<file path="src/rtl/operand_accumulator_pkg.sv">
// Shared definitions for the operand accumulator, its adder and later ALU stages.
package operand_accumulator_pkg;

  // Default datapath width shared with the two-operand adder.
  localparam int unsigned WIDTH_DEFAULT   = 32;
  // Default longest burst the accumulator accepts.
  localparam int unsigned MAX_LEN_DEFAULT = 16;

  // Accumulator FSM encoding.
  typedef enum logic [1:0] {
    ST_IDLE  = 2'd0,
    ST_ACCUM = 2'd1,
    ST_DONE  = 2'd2
  } state_e;

  // Bits needed to hold a burst length or count of 0..max_len.
  function automatic int unsigned len_width(input int unsigned max_len);
    return $clog2(max_len + 1);
  endfunction

endpackage

</file>
<file path="src/rtl/TwoOpAdder.sv">
// Combinational two-operand adder; the carry-out is recovered by the caller.
module TwoOpAdder
  import operand_accumulator_pkg::*;
#(
  parameter int unsigned WIDTH = WIDTH_DEFAULT
) (
  input  logic [WIDTH-1:0] op1,
  input  logic [WIDTH-1:0] op2,
  output logic [WIDTH-1:0] out
);

  // Sum modulo 2^WIDTH.
  assign out = op1 + op2;

endmodule

</file>
<file path="src/rtl/operand_accumulator.sv">
// Sums a burst of 1..MAX_LEN unsigned operands from a valid/ready stream and
// presents the total, operand count and sticky carry on a valid/ready result port.
module operand_accumulator
  import operand_accumulator_pkg::*;
#(
  parameter int unsigned WIDTH   = WIDTH_DEFAULT,
  parameter int unsigned MAX_LEN = MAX_LEN_DEFAULT,
  parameter int unsigned LEN_W   = len_width(MAX_LEN)
) (
  input  logic             clk,
  input  logic             rst,
  input  logic [WIDTH-1:0] in_data,
  input  logic [LEN_W-1:0] in_len,
  input  logic             in_last,
  input  logic             in_valid,
  output logic             in_ready,
  output logic [WIDTH-1:0] sum,
  output logic             sum_ovf,
  output logic [LEN_W-1:0] sum_cnt,
  output logic             sum_valid,
  input  logic             sum_ready
);

  localparam logic [LEN_W-1:0] LenMax = LEN_W'(MAX_LEN);
  localparam logic [LEN_W-1:0] LenOne = LEN_W'(1);

  state_e           r_state;
  state_e           w_state_d;
  logic [WIDTH-1:0] r_acc;
  logic [WIDTH-1:0] w_acc_d;
  logic [LEN_W-1:0] r_cnt;
  logic [LEN_W-1:0] w_cnt_d;
  logic [LEN_W-1:0] r_len;
  logic [LEN_W-1:0] w_len_d;
  logic             r_ovf;
  logic             w_ovf_d;
  logic             r_in_ready;
  logic             r_sum_valid;

  logic [WIDTH-1:0] w_add_out;
  logic [LEN_W-1:0] w_len_eff;
  logic [LEN_W-1:0] w_cnt_inc;
  logic             w_accept;
  logic             w_taken;

  // acc + incoming word; only meaningful while accumulating.
  TwoOpAdder #(
    .WIDTH (WIDTH)
  ) u_add (
    .op1 (r_acc),
    .op2 (in_data),
    .out (w_add_out)
  );

  assign w_accept  = in_valid && r_in_ready;
  assign w_taken   = r_sum_valid && sum_ready;
  assign w_cnt_inc = r_cnt + LenOne;

  // Burst length as the first word sees it: 0 means 1, oversize saturates at MAX_LEN.
  always_comb begin
    w_len_eff = in_len;
    if (in_len == '0) begin
      w_len_eff = LenOne;
    end else if (in_len > LenMax) begin
      w_len_eff = LenMax;
    end
  end

  // Next-state logic for the FSM, accumulator, counter and carry flag.
  always_comb begin
    w_state_d = r_state;
    w_acc_d   = r_acc;
    w_cnt_d   = r_cnt;
    w_len_d   = r_len;
    w_ovf_d   = r_ovf;
    unique case (r_state)
      ST_IDLE: begin
        if (w_accept) begin
          // First word loads directly; no add.
          w_acc_d = in_data;
          w_cnt_d = LenOne;
          w_ovf_d = 1'b0;
          w_len_d = w_len_eff;
          if ((w_len_eff == LenOne) || in_last) begin
            w_state_d = ST_DONE;
          end else begin
            w_state_d = ST_ACCUM;
          end
        end
      end
      ST_ACCUM: begin
        if (w_accept) begin
          w_acc_d = w_add_out;
          w_cnt_d = w_cnt_inc;
          // A wrapped sum is smaller than either addend: that is the carry-out.
          w_ovf_d = r_ovf | (w_add_out < r_acc);
          if ((w_cnt_inc == r_len) || in_last) begin
            w_state_d = ST_DONE;
          end
        end
      end
      ST_DONE: begin
        if (w_taken) begin
          w_state_d = ST_IDLE;
        end
      end
      default: begin
        w_state_d = ST_IDLE;
      end
    endcase
  end

  // State registers; handshake outputs are registered from the next state.
  always_ff @(posedge clk) begin
    if (rst) begin
      r_state     <= ST_IDLE;
      r_acc       <= '0;
      r_cnt       <= '0;
      r_len       <= '0;
      r_ovf       <= 1'b0;
      r_in_ready  <= 1'b1;
      r_sum_valid <= 1'b0;
    end else begin
      r_state     <= w_state_d;
      r_acc       <= w_acc_d;
      r_cnt       <= w_cnt_d;
      r_len       <= w_len_d;
      r_ovf       <= w_ovf_d;
      r_in_ready  <= (w_state_d != ST_DONE);
      r_sum_valid <= (w_state_d == ST_DONE);
    end
  end

  assign in_ready  = r_in_ready;
  assign sum_valid = r_sum_valid;
  assign sum       = r_acc;
  assign sum_cnt   = r_cnt;
  assign sum_ovf   = r_ovf;

  // The two handshake flags are always complementary.
  a_ready_valid_excl: assert property (@(posedge clk) disable iff (rst)
    r_in_ready == !r_sum_valid);

  // The counter never runs past the sampled burst length.
  a_cnt_bound: assert property (@(posedge clk) disable iff (rst) r_cnt <= r_len);

endmodule

</file>
<file path="config.mk">
export PLATFORM = sky130hd
export DESIGN_NAME = operand_accumulator
export DESIGN_NICKNAME = d
export VERILOG_FILES = /design/src/rtl/operand_accumulator_pkg.sv /design/src/rtl/TwoOpAdder.sv /design/src/rtl/operand_accumulator.sv
export SDC_FILE = /design/constraint.sdc
export NUM_CORES = 1
export LEC_CHECK = 0
export ABC_AREA = 1
export CORE_UTILIZATION = 60
export DETAILED_ROUTE_END_ITERATION = 8
export PLACE_DENSITY = 0.88
export SLEW_MARGIN = 5
export SYNTH_ARGS = -nofsm -noshare
export SYNTH_HDL_FRONTEND = slang
export SYNTH_SLANG_ARGS = --single-unit
</file>
<file path="constraint.sdc">
create_clock -name clk -period 4.9 [get_ports clk]
set_input_delay 1.225 -clock clk [delete_from_list [all_inputs] [get_ports clk]]
set_output_delay 1.225 -clock clk [all_outputs]
set_load 0.1 [all_outputs]
</file>
# Word-level counts from Yosys, hierarchy flattened
# Cells that the tools add are included.
op_classes:
  n_addsub: 2
  order_cmp: 2
  n_eq_ne: 8
  muxes: 17
  n_bitwise: 1
  n_reduce_logical: 9
op_table:
  columns: ["op", "count"]
  rows:
  - ["$mux 32", 2]
  - ["$pmux 32 s2", 1]
  - ["$add 32x32->32", 1]
  - ["$lt 32x32->1", 1]
  - ["$mux 5", 4]
  - ["$mux 2", 5]
  - ["$pmux 5 s2", 1]
  - ["$ne 2x2->1 const B", 3]
  - ["$pmux 2 s3", 1]
  - ["$add 5x1->5 const B", 1]
  - ["$eq 5x1->1 const B", 1]
  - ["$eq 5x5->1", 1]
  - ["$gt 5x5->1 const B", 1]
  - ["$logic_not 5->1", 1]
  - ["$eq 2x2->1 const B", 2]
  - ["$reduce_and 3->1", 1]
  - ["$eq 2x1->1 const B", 1]
  - ["$logic_and 1x1->1", 2]
  - ["$logic_not 2->1", 1]
  - ["$logic_or 1x1->1", 2]
  - ["$mux 1", 2]
  - ["$pmux 1 s2", 1]
  - ["$reduce_and 2->1", 1]
  - ["$reduce_bool 2->1", 1]
  - ["$or 1x1->1", 1]
word_totals:
  ff_bits: 47
  output_inout_bits: 40
  word_cells: 46

# Logic depth before layout (Yosys ltp)
# Gate-level depths: netlist (run 1).
logic_depth:
  word_depth: 9
  depth_mapped: 20
  depth_no_buf: 20

# By module
# From an unflattened synthesis (run 1), not the netlist that was laid out.
hier_totals:
  cells_unflattened: 900
  hier_area_um2: 5255.0
modules_own_cells:
  columns: ["mod", "n_inst", "cells_each", "area_each_um2"]
  rows:
  - ["operand_accumulator", 1, 406, 2870.3]
  - ["TwoOpAdder", 1, 494, 2384.8]

# Worst setup path before layout (run 1)
# No wires, ideal clock.
synth_path:
  path_kind: "input port to flip-flop"
  from: "input port in_data[0]"
  to: "register r_ovf, in the netlist sum_ovf"
  setup_time_ns: 0.120
  arrival_ns: 3.471
  slack_ns: 1.309
  cell_stages: 20
  path_cell_list: "ha_1 fa_1 nand2_1 nand2_1 nand3b_1 nand2_1 nand2_1 nand2_1 nand2_1 nand2_1 nand2_1 nand2_1 ha_1 nand2_1 nor2_1 nand2_1 nor4_1 nand2_1 a21oi_1 nor2_1"
synth_between:
  elab_chain_cells: 5
synth_rtl:
  columns: ["element", "line_no", "source"]
  rows:
  - ["start: declaration", "operand_accumulator.sv:12", "input logic [WIDTH-1:0] in_data,"]
  - ["$add 32x32->32", "TwoOpAdder.sv:13", "assign out = op1 + op2;"]
  - ["$lt 32x32->1", "operand_accumulator.sv:96", "w_ovf_d = r_ovf | (w_add_out < r_acc);"]
  - ["$or 1x1->1", "operand_accumulator.sv:96", null]
  - ["$mux 1", "operand_accumulator.sv:92", "if (w_accept) begin"]
  - ["$pmux 1 s2", "operand_accumulator.sv:76", "unique case (r_state)"]
  - ["end signal: assignment", "operand_accumulator.sv:128", "r_ovf <= w_ovf_d;"]
  - ["end: declaration", "operand_accumulator.sv:35", "logic r_ovf;"]
# Every way passes these cells. The select of a mux whose other input is x is not followed.
# A chain may end at the register's enable or synchronous reset.

# Final worst setup path (run 1)
# Ends and elaborated chain as after synthesis.

==> metrics.txt, run 1 <==
vias per inst=about 5.3; CTS Buffer Depth=2; Tot Pwr=roughly 1900 uW; startpoint types=input pin; Hold-fix buffers, CTS=0; CTS tree=yes; post-synth cell types=35; MaxCap Viol Count=0; total negative slack=0 ns; layout cells sized above 1=between 2 and 3%; via count=5870; # resized after CTS=0; Clock Tree Root=clkbuf_8; synth-to-layout area growth=19.2%; period utilization=between 80 and 90%; clock sink count=47; status=finished clean; initial antenna violation count=0; DR WL/cell=approximately 13 um; Synth Cell Area=between 0.005 and 0.006 sq mm; CP endpoint kind=register; Fin Clk Skew=between 0.01 and 0.015 ns; Worst Path Max Fanout=4; largest net degree at the start of global routing=42; Num CTS Buffers=5; starting DRC count in detailed routing=327; Rel. slew slack=between 30% and 40%; Worst EP arrival=approximately 4.4 ns; Tot GR Track Use=between 30% and 40%; Synth Instances=930; Final Util=about three quarters; post-DP HPWL=11500 um; first-pass GRT wire length=~24000 um; Worst Tran Pin Value=1.01 ns; DIE AREA=roughly 0.0091 sq mm; Routed Antenna Nets=0; Post-CTS Setup Bufs=0; drt drc=0; number of global-route vias before repair=~5300; Syn Area/Cell=5.66 sq um; Worst-path clk slew=0.11 ns; sequential cell area fraction in the yosys report=between 10% and 20%; DP Area=between 0.006 and 0.007 sq mm; fin area=0.00627 sq mm; diode count=0; Final setup viols=0; Congestion Overflow GR=0; I/O pins=a little over 80; GP Congestion=0.993; total leakage power=between 0.003 and 0.004 uW; First-pass DRT Iterations=5; Die W=between 90 and 100 um; Synthesized Nets=approximately 1000; RSZ-0062 raised after global routing=no; post-synthesis register bit count=47; maximum VDD drop=0.206 mV; Nets=around 1100; H-tree levels=2; Placeable Area=0.00834 sq mm; Pwr Density=303 mW/mm^2; Starting Density=approximately 63%; Yosys warnings=0; Required @ worst endpoint=5.11 ns; Final min period=4.17 ns; Hold Crit Class=register to register; die height=roughly 96 um; FILL cells=roughly 770; clk_lat worst skew=around 0.32 ns; overall routed net length=~15000 um; Core Rows=33; WS Path Type=input pin to register; Final Hold Fails=0; Port Buf Inserts=a little over 80; fmax=between 200 and 250 MHz; Slew Limit Fails=0
## path summary, 6_finish.rpt
kind / startpoint / end / slack [ns] / cells after the start
max: in_data[0] / sum_ovf / 0.73 / 20
min: r_len[1] / r_len[1] / 0.49 / 2
max reg2reg: sum[0] / sum_ovf / 1.76 / 19
min reg2reg: r_len[1] / r_len[1] / 0.49 / 2
## state kept, by name, summed over array words and instances, names as in the netlist
register	flops
sum_valid	1
r_state	2
sum_ovf	1
sum	32
r_len	5
sum_cnt	5
in_ready	1
## per-layer routing
layer | track usage (%) | part of all wire, % | vias up
li1 | - | - | 3028
met1 | 41.8 | 46 | 2628
met2 | 56.5 | 45 | 183
met3 | 5.10 | 6.1 | 31
met4 | 11.9 | 2.8 | 0
met5 | 0 | 0 | -
## kinds of logic after synthesis
logic type | after synthesis | share of synthesized area [%]
XOR/XNOR | 23 | 3.83
adder cells (fa/ha/maj) | 63 | 15.1
buffers and inverters | 188 | 13.5
AND/OR/NAND/NOR | 487 | 37.1
flip-flops | 47 | 17.9
AO/OA/AOI/OAI | 122 | 12.6
## critical path, cell delays in order
cell             delay, ns
clkdlybuf4s50_1       0.43
ha_1                  0.27
fa_1                  0.43
nand2_1               0.12
nand2_1               0.06
nand3b_1              0.08
nand2_1               0.10
nand2_1               0.08
nand2_1               0.12
nand2_1               0.15
nand2_1               0.07
nand2_1               0.07
nand2_1               0.05
ha_1                  0.29
nand2_1               0.05
o21ai_0               0.27
o21bai_1              0.16
a31oi_1               0.09
a21oi_1               0.18
nor2_1                0.06
## cells in the mapped netlist
master,count,area share (%)
buf_2,4,0.38
a22oi_1,1,0.14
nor3b_1,2,0.29
nor2_2,3,0.36
nor2_4,2,0.43
nand4_1,4,0.48
nand3b_1,2,0.29
nor3_1,5,0.48
o21a_1,1,0.14
o211ai_1,6,0.86
o21bai_1,4,0.57
and2_1,1,0.12
clkinv_1,3,0.21
a21o_1,3,0.43
o22ai_1,3,0.36
xor2_1,12,2.0
o21ai_0,12,1.1
nand2_1,366,26
fa_1,1,0.38
buf_1,3,0.21
nand2_2,1,0.12
dfxtp_1,47,18
a21oi_1,81,7.7
a31oi_1,2,0.24
inv_2,9,0.64
clkbuf_1,10,0.71
o21ai_1,7,0.67
nor2_1,53,3.8
xnor2_1,11,1.8
nand3_1,46,4.4
nor4_1,1,0.12
a21oi_2,2,0.33
inv_1,159,11
or2_0,1,0.12
ha_1,62,15
## cells in the final DEF, fill, tap and decap left out, types with 3 or more instances in the layout
cell type        count
xor2_1              12
nand2_1            366
nand3_1             46
inv_2                9
nor2_1              53
o21ai_1              7
clkbuf_8             6
a21o_1               3
o21ai_0             12
ha_1                62
o211ai_1             6
dfxtp_1             47
o21bai_1             4
inv_1              159
clkinv_1             3
a21oi_1             81
nor2_2               3
clkdlybuf4s50_1     81
nor3_1               5
nand4_1              4
o22ai_1              3
xnor2_1             11
## area by class of cell
type                    instances  area, sq um  share of cell area, %
inverters                     171          642                   10.2
repair buffers                 83          826                   13.2
flip-flops and latches         47          941                   15.0
clock inverters                 2         38.8                  0.619
multi-input cells             695         3610                   57.6
well taps                     105          131                   2.10
clock buffers                   6         82.6                   1.32
## power by group
group | leakage (uW) | switching [uW] | internal, uW | total (uW)
clock network | 0.0000618 | 158 | 168 | 327
registers | 0.000386 | 41.9 | 421 | 463
logic | 0.00292 | 750 | 360 | 1110
## metrics by stage
| stage | hold slack (ns) | worst slack (ns) | std cells |
|---|---|---|---|
| after global routing | 0.530 | 0.493 | 1109 |
| after CTS | 0.489 | 0.803 | 1109 |
| after floorplan | 0.456 | 1.31 | 930 |
| after detailed placement | 0.474 | 0.473 | 1101 |
| after global placement | 0.469 | 0.561 | 1101 |
| final | 0.491 | 0.735 | 1109 |
Power figures use the tool's default switching activity.
==> run 2, diff against run 1 <==
--- a/config.mk
+++ b/config.mk
@@ -6,8 +6,11 @@
 export NUM_CORES = 1
 export LEC_CHECK = 0
 export ABC_AREA = 1
+export CORE_MARGIN = 2
 export CORE_UTILIZATION = 60
 export DETAILED_ROUTE_END_ITERATION = 8
+export GPL_TIMING_DRIVEN = 0
+export MAX_ROUTING_LAYER = met4
 export PLACE_DENSITY = 0.88
 export SLEW_MARGIN = 5
 export SYNTH_ARGS = -nofsm -noshare
==> metrics.txt, run 2 (same netlist as run 1, synthesis figures left out) <==
layout cells sized above 1=2.85% (was 2.69%); largest net degree at the start of global routing=19 (was 42); Final min period=4.57 ns (was 4.17 ns); diode count=0 (unchanged); GR Util met1=43.9% (was 41.8%); startpoint types=input pin (unchanged); met3 Use GR=3.09% (was 5.10%); clk_lat worst skew=0.33 ns (was 0.32 ns); number of global-route vias before repair=5582 (was 5319); H-tree levels=2 (unchanged); Clock Tree Root=clkbuf_8 (unchanged); I/O pins=82 (unchanged); Port Buf Inserts=80 (was 81); commonest non-fill, non-tap cell in the layout=nand2_1 (unchanged); first-pass GRT wire length=25200 um (was 23800 um); CP endpoint kind=register (unchanged); Worst-path clk slew=0.12 ns (was 0.11 ns); Worst EP arrival=4.80 ns (was 4.38 ns); Worst Tran Pin Value=0.975 ns (was 1.01 ns); Slew Limit Fails=0 (unchanged); DR WL/cell=13.3 um (was 13.2 um); Post-CTS Setup Bufs=0 (unchanged); DIE AREA=0.00953 sq mm (was 0.00915 sq mm); Worst Path Max Fanout=4 (unchanged); First-pass DRT Iterations=5 (unchanged); total negative slack=0 ns (unchanged); Congestion Overflow GR=0 (unchanged); Core Rows=34 (was 33); DP Cell Count=1118 (was 1101); synth-to-layout area growth=19.6% (was 19.2%); Hold Crit Class=register to register (unchanged); Rel. slew slack=34.8% (was 32.8%); Starting Density=61.2% (was 63.1%); fmax=219 MHz (was 240 MHz); Pwr Density=297 mW/mm^2 (was 303 mW/mm^2); initial antenna violation count=0 (unchanged); Placeable Area=0.00859 sq mm (was 0.00834 sq mm); total leakage power=0.00337 uW (about the same); overall routed net length=15000 um (was 14700 um); Global Route met2 Usage=51.1% (was 56.5%); drt drc=0 (unchanged); MaxCap Viol Count=0 (unchanged); vias per inst=5.21 (was 5.29); clock sink count=47 (unchanged); starting DRC count in detailed routing=341 (was 327); Num CTS Buffers=5 (unchanged); # resized after CTS=0 (unchanged); WS Path Type=input pin to register (unchanged); CTS Buffer Depth=2 (unchanged); Fin Clk Skew=0.0171 ns (was 0.0125 ns); grt peak-use layer=met2 (unchanged); number of flip-flops in the largest register=32 (unchanged); status=finished clean (unchanged); die height=97.6 um (was 95.6 um); Die W=97.6 um (was 95.6 um); Post-Layout Cell Count=1126 (was 1109); Required @ worst endpoint=5.13 ns (was 5.11 ns); Final setup viols=0 (unchanged); most frequent cells in the layout=nand2_1, inv_1, a21oi_1 (was nand2_1, inv_1, a21oi_1, clkdlybuf4s50_1, ha_1); CTS tree=yes (unchanged); via count=5867 (was 5870); RSZ-0062 raised after global routing=no (unchanged); post-DP HPWL=12300 um (was 11500 um); maximum VDD drop=0.229 mV (was 0.206 mV); period utilization=93.3% (was 85.0%); Routed Antenna Nets=0 (unchanged); Tot GR Track Use=32.8% (was 33.1%); Final Util=73.2% (was 75.2%); Final Hold Fails=0 (unchanged); GP Congestion=0.968 (was 0.993); Nets=1122 (was 1108); Hold-fix buffers, CTS=0 (unchanged)
-- run 2: cell count changes in the layout (fill, tap and decap cells not counted) --
cell,change
buf_1,+3
buf_2,+4
buf_4,-2
bufinv_16,-1
clkbuf_1,+10
clkbuf_8,-1
clkdlybuf4s50_1,-1
inv_6,+1
inv_8,+1
-- run 2: stage by stage --
step                hold WS (ns)  power [uW]  area, sq um  setup slack (ns)
CTS                        0.502        1860         6290             0.380
detailed placement         0.484        1570         6200            0.0432
global route               0.520        2010         6290             0.120
floorplan                  0.456        1300         5260              1.31
finish                     0.503        1870         6290             0.330
global placement           0.468        1550         6200            0.0657
-- run 2: path summary, 6_finish.rpt --
check / endpoint / start / cells after the start / slack (ns)
worst min register to register: r_len[1] / r_len[1] / 2 / 0.50
worst max-delay path: sum_ovf / in_data[0] / 21 / 0.33
worst min-delay path: r_len[1] / r_len[1] / 2 / 0.50
worst max register to register: sum_ovf / sum[0] / 20 / 1.36
-- run 2: where the power goes --
part	switching, uW	internal [uW]
clock	177	109
sequential	42.4	421
combinational	755	363
total	974	892
-- run 2: critical path, stage by stage --
cell and delay [ns]:
clkdlybuf4s50_1 0.45, ha_1 0.28, fa_1 0.44, nand2_1 0.12, nand2_1 0.07, nand3b_1 0.09
nand2_1 0.10, nand2_1 0.08, nand2_1 0.13, nand2_1 0.15, nand2_1 0.07, nand2_1 0.08
nand2_1 0.07, ha_1 0.27, nand2_1 0.07, nor2_1 0.17, nand2_1 0.14, nor4_1 0.37
nand2_1 0.20, a21oi_1 0.16, nor2_1 0.06
-- run 2: layer usage --
| layer | wire, um | vias up |
|---|---|---|
| met2 | 6470 | 196 |
| li1 | - | 3066 |
| met5 | 0 | - |
| met3 | 879 | 37 |
| met4 | 523 | 0 |
| met1 | 7110 | 2568 |
-- run 2: final cells by class --
class                      count  area [sq um]
tap                          108           135
clock inverter                 3          28.8
multi-input combinational    695          3610
inverter                     171           642
sequential                    47           941
fill                         804          2300
buffer                        17          68.8
clock buffer                   5          68.8
timing repair buffer          80           801
==> RTL edit 1, RTL diff (flow settings as in run 1) <==
Set the package constant `WIDTH_DEFAULT` to 40 (it was 32).
--- a/src/rtl/operand_accumulator_pkg.sv
+++ b/src/rtl/operand_accumulator_pkg.sv
@@ -2,7 +2,7 @@
 package operand_accumulator_pkg;
 
   // Default datapath width shared with the two-operand adder.
-  localparam int unsigned WIDTH_DEFAULT   = 32;
+  localparam int unsigned WIDTH_DEFAULT   = 40;
   // Default longest burst the accumulator accepts.
   localparam int unsigned MAX_LEN_DEFAULT = 16;
 
Interface: changed (resized in_data and sum); port bits go from 82 to 98. The function was not compared with the original's and may differ.
==> RTL edit 1 against run 1 <==
- hold slack got worse by 3.9 ps
- sequential cell count is 8 higher
- utilization fell by 2.1 points
- worst setup slack got worse by 480 ps
- final area is 20% higher
- fmax fell by 10%
- power rose by 16%
- area after synthesis grew 20%
- wire length rose by 28%
- highest routed layer unchanged
==> RTL edit 1: results <==
export IMPL_synth_main_ff_cell="sky130_fd_sc_hd__dfxtp_1"
export IMPL_drt_initial_drc_count=530
export IMPL_fill_cells=934
export IMPL_outcome="finished, final reports clean"
export IMPL_synth_xor_xnor_area_share_pct=3.86
export IMPL_syn_area_per_cell_um2=5.85
export IMPL_grt_pass1_vias=6557
export IMPL_timing_critical_path_fanout_max=4
export IMPL_drt_first_pass_iters=8
export IMPL_critical_path_max_stage_delay_ps=470
export IMPL_io_buffers=97
export IMPL_synthTopCellsByArea="sky130_fd_sc_hd__nand2_1, sky130_fd_sc_hd__dfxtp_1, sky130_fd_sc_hd__ha_1"
export IMPL_finalClockSkew_ps=21.3
export IMPL_post_route_cells_drive_above_1_share_pct=4.86
export IMPL_synthTopCellsByCount="sky130_fd_sc_hd__nand2_1, sky130_fd_sc_hd__inv_1, sky130_fd_sc_hd__a21oi_1"
export IMPL_total_grt_usage_pct=35.0
export IMPL_synth_adder_area_share_pct=15.7
export IMPL_synthMuxAreaShare_pct=0
export IMPL_leakage_nw=3.82
export IMPL_timing_critical_path_slowest_stage_cell="sky130_fd_sc_hd__fa_1"
export IMPL_power_share_switching_pct=53.0
export IMPL_clkLatencyLatePin_ps=370
export IMPL_routed_wire_length_per_instance_um=14.3
export IMPL_placed_area_um2=7410
export IMPL_layout_cells_non_filler=1310
export IMPL_placer_congestion_estimate=1.00
export IMPL_compound_cell_area_share_of_the_yosys_netlist_pct=13.6
export IMPL_hpwlAfterDp_um=14900
export IMPL_worstMarginPinSlew_ps=1000
export IMPL_area_of_the_multi_input_gates_um2=4480
export IMPL_power_share_sequential_pct=24.4
export IMPL_largest_reg_flops=40
export IMPL_total_power_mw=2.20
export IMPL_vdd_ir_drop_max_mv=0.279
export IMPL_cts_clk_slew_worst_paths_ps=120
export IMPL_synth_seq_area_share_pct=17.4
export IMPL_antenna_found_initial=0
export IMPL_synth_fp_nets=1210
export IMPL_clock_net_power_mw=0.309
export IMPL_post_place_setup_slack_ps=-62.1
export IMPL_grt_first_pass_wirelength_um=30800
export IMPL_via_count=7079
export IMPL_yosys_cell_types_count=37
export IMPL_cp_data_arrival_time_ps=4910
export IMPL_grt_start_max_net_pins=50
RTL edit 1: cell types whose count changed after synthesis, moves of 6 or more:
cell                      before  now
sky130_fd_sc_hd__dfxtp_1      47   55
sky130_fd_sc_hd__inv_2         9    2
sky130_fd_sc_hd__xor2_1       12   19
sky130_fd_sc_hd__inv_1       159  170
sky130_fd_sc_hd__ha_1         62   78
sky130_fd_sc_hd__nor2_1       53   64
sky130_fd_sc_hd__nand3_1      46   59
sky130_fd_sc_hd__o21ai_0      12   34
sky130_fd_sc_hd__nand2_1     366  390
sky130_fd_sc_hd__a21oi_1      81   94
sky130_fd_sc_hd__nand3_2       0    6
sky130_fd_sc_hd__a31oi_1       2   14
sky130_fd_sc_hd__nand2_2       1   16
RTL edit 1: layer usage:
metal / GRT usage [%] / routed length, um / vias up
met5: 0 / 0 / -
met2: 55.0 / 8120 / 291
met1: 47.8 / 8610 / 3156
met4: 11.7 / 374 / 0
met3: 6.67 / 1630 / 27
li1: - / - / 3605
RTL edit 1: layout make-up:
cell class	instances	share of cell area [%]
clock buffer	5	0.917
inverter	172	8.60
timing repair buffer	103	13.5
tap	136	2.27
sequential	55	14.7
clock inverter	3	0.417
multi-input combinational	836	59.7
RTL edit 1: worst paths after layout:
path / startpoint / end / slack (ps) / depth (start not counted)
max: in_data[0] / sum_ovf$_SDFFE_PP0P_ / 250 / 22
min: r_len[1]$_SDFFE_PP0P_ / r_len[1]$_SDFFE_PP0P_ / 490 / 2
max reg2reg: sum[0]$_SDFFE_PP0P_ / sum_ovf$_SDFFE_PP0P_ / 1220 / 21
min reg2reg: r_len[1]$_SDFFE_PP0P_ / r_len[1]$_SDFFE_PP0P_ / 490 / 2
==> RTL edit 2, RTL diff (settings of run 1) <==
Made on the original files. Make the reset (`rst`) asynchronous in one clocked block.
--- a/src/rtl/operand_accumulator.sv
+++ b/src/rtl/operand_accumulator.sv
@@ -111,7 +111,7 @@
   end
 
   // State registers; handshake outputs are registered from the next state.
-  always_ff @(posedge clk) begin
+  always_ff @(posedge clk or posedge rst) begin
     if (rst) begin
       r_state     <= ST_IDLE;
       r_acc       <= '0;
Function: differs if rst is asserted again (counterexample within 4 cycles, from zero or initial values and one cycle with rst high); with rst held inactive, the same outputs for 10 cycles.
==> RTL edit 2 against run 1 <==
- the flow now finishes with violations (DRC)
- sequential cell count is the same
- die area grew 5.5%
- worst setup slack lost 180 ps
- wire length is 4.2% higher
- final area is 4.7% higher
- area after synthesis up 5.7%
- via count is 0.19% lower
- highest routed layer unchanged
Power is not shown: default switching activity piles up to over one toggle a cycle in this logic, so the estimate is an artifact.
==> RTL edit 2: results <==
export IMPL_detail_route_wirelength_um=15300
export IMPL_area_of_the_multi_input_gates_um2=3630
export IMPL_synth_main_ff_cell="sky130_fd_sc_hd__dfrtp_1"
export IMPL_async_flop_share_pct=100
export IMPL_placed_area_um2=6470
export IMPL_register_area_um2=1180
export IMPL_placer_congestion_estimate=0.942
export IMPL_cp_data_arrival_time_ps=4510
export IMPL_compound_cell_area_share_of_the_yosys_netlist_pct=9.23
export IMPL_n_multi_input_combinational_cell=681
export IMPL_syn_std_cell_area_um2=5560
export IMPL_syn_area_per_cell_um2=6.00
export IMPL_grt_start_max_net_pins=48
export IMPL_post_place_setup_slack_ps=261
export IMPL_synthTopCellsByArea="sky130_fd_sc_hd__nand2_1, sky130_fd_sc_hd__dfrtp_1, sky130_fd_sc_hd__ha_1"
export IMPL_wl_met3_um=1160
export IMPL_violations_in_the_final_reports="DRC"
export IMPL_wl_met1_um=7430
export IMPL_routed_length_on_met2_um=6550
export IMPL_remaining_drc_errors=2
export IMPL_finalClockSkew_ps=12.1
export IMPL_drt_first_pass_iters=9
export IMPL_outcome="finished, violations left"
export IMPL_worst_setup_path_endpoint="sum_ovf$_DFFE_PP0P_"
export IMPL_via_count=5859
export IMPL_total_grt_usage_pct=33.2
export IMPL_drt_initial_drc_count=442
export IMPL_fin_ws_ps=559
export IMPL_sequential_cell_total=47
export IMPL_dr_vias_cell=5.27
-- RTL edit 2: worst min-delay path by stage --
stage	depth (start not counted)	slack (ps)	end	start
final	2	550	r_len[4]$_DFFE_PP0P_	r_len[4]$_DFFE_PP0P_
after floorplan	1	500	r_len[3]$_DFFE_PP0P_	r_len[3]$_DFFE_PP0P_
after CTS	2	550	r_len[4]$_DFFE_PP0P_	r_len[4]$_DFFE_PP0P_
after global routing	2	560	sum_ovf$_DFFE_PP0P_	sum_ovf$_DFFE_PP0P_
after detailed placement	2	520	r_len[4]$_DFFE_PP0P_	r_len[4]$_DFFE_PP0P_
after global placement	2	520	r_len[4]$_DFFE_PP0P_	r_len[4]$_DFFE_PP0P_
-- RTL edit 2: logic make-up after synthesis --
group,count (synthesis)
xor gates and xnor gates,18
DFF,47
buffers and inverters,198
and+or+nand+nor,506
adders and majority gates,63
AOI/OAI and AO/OA,94
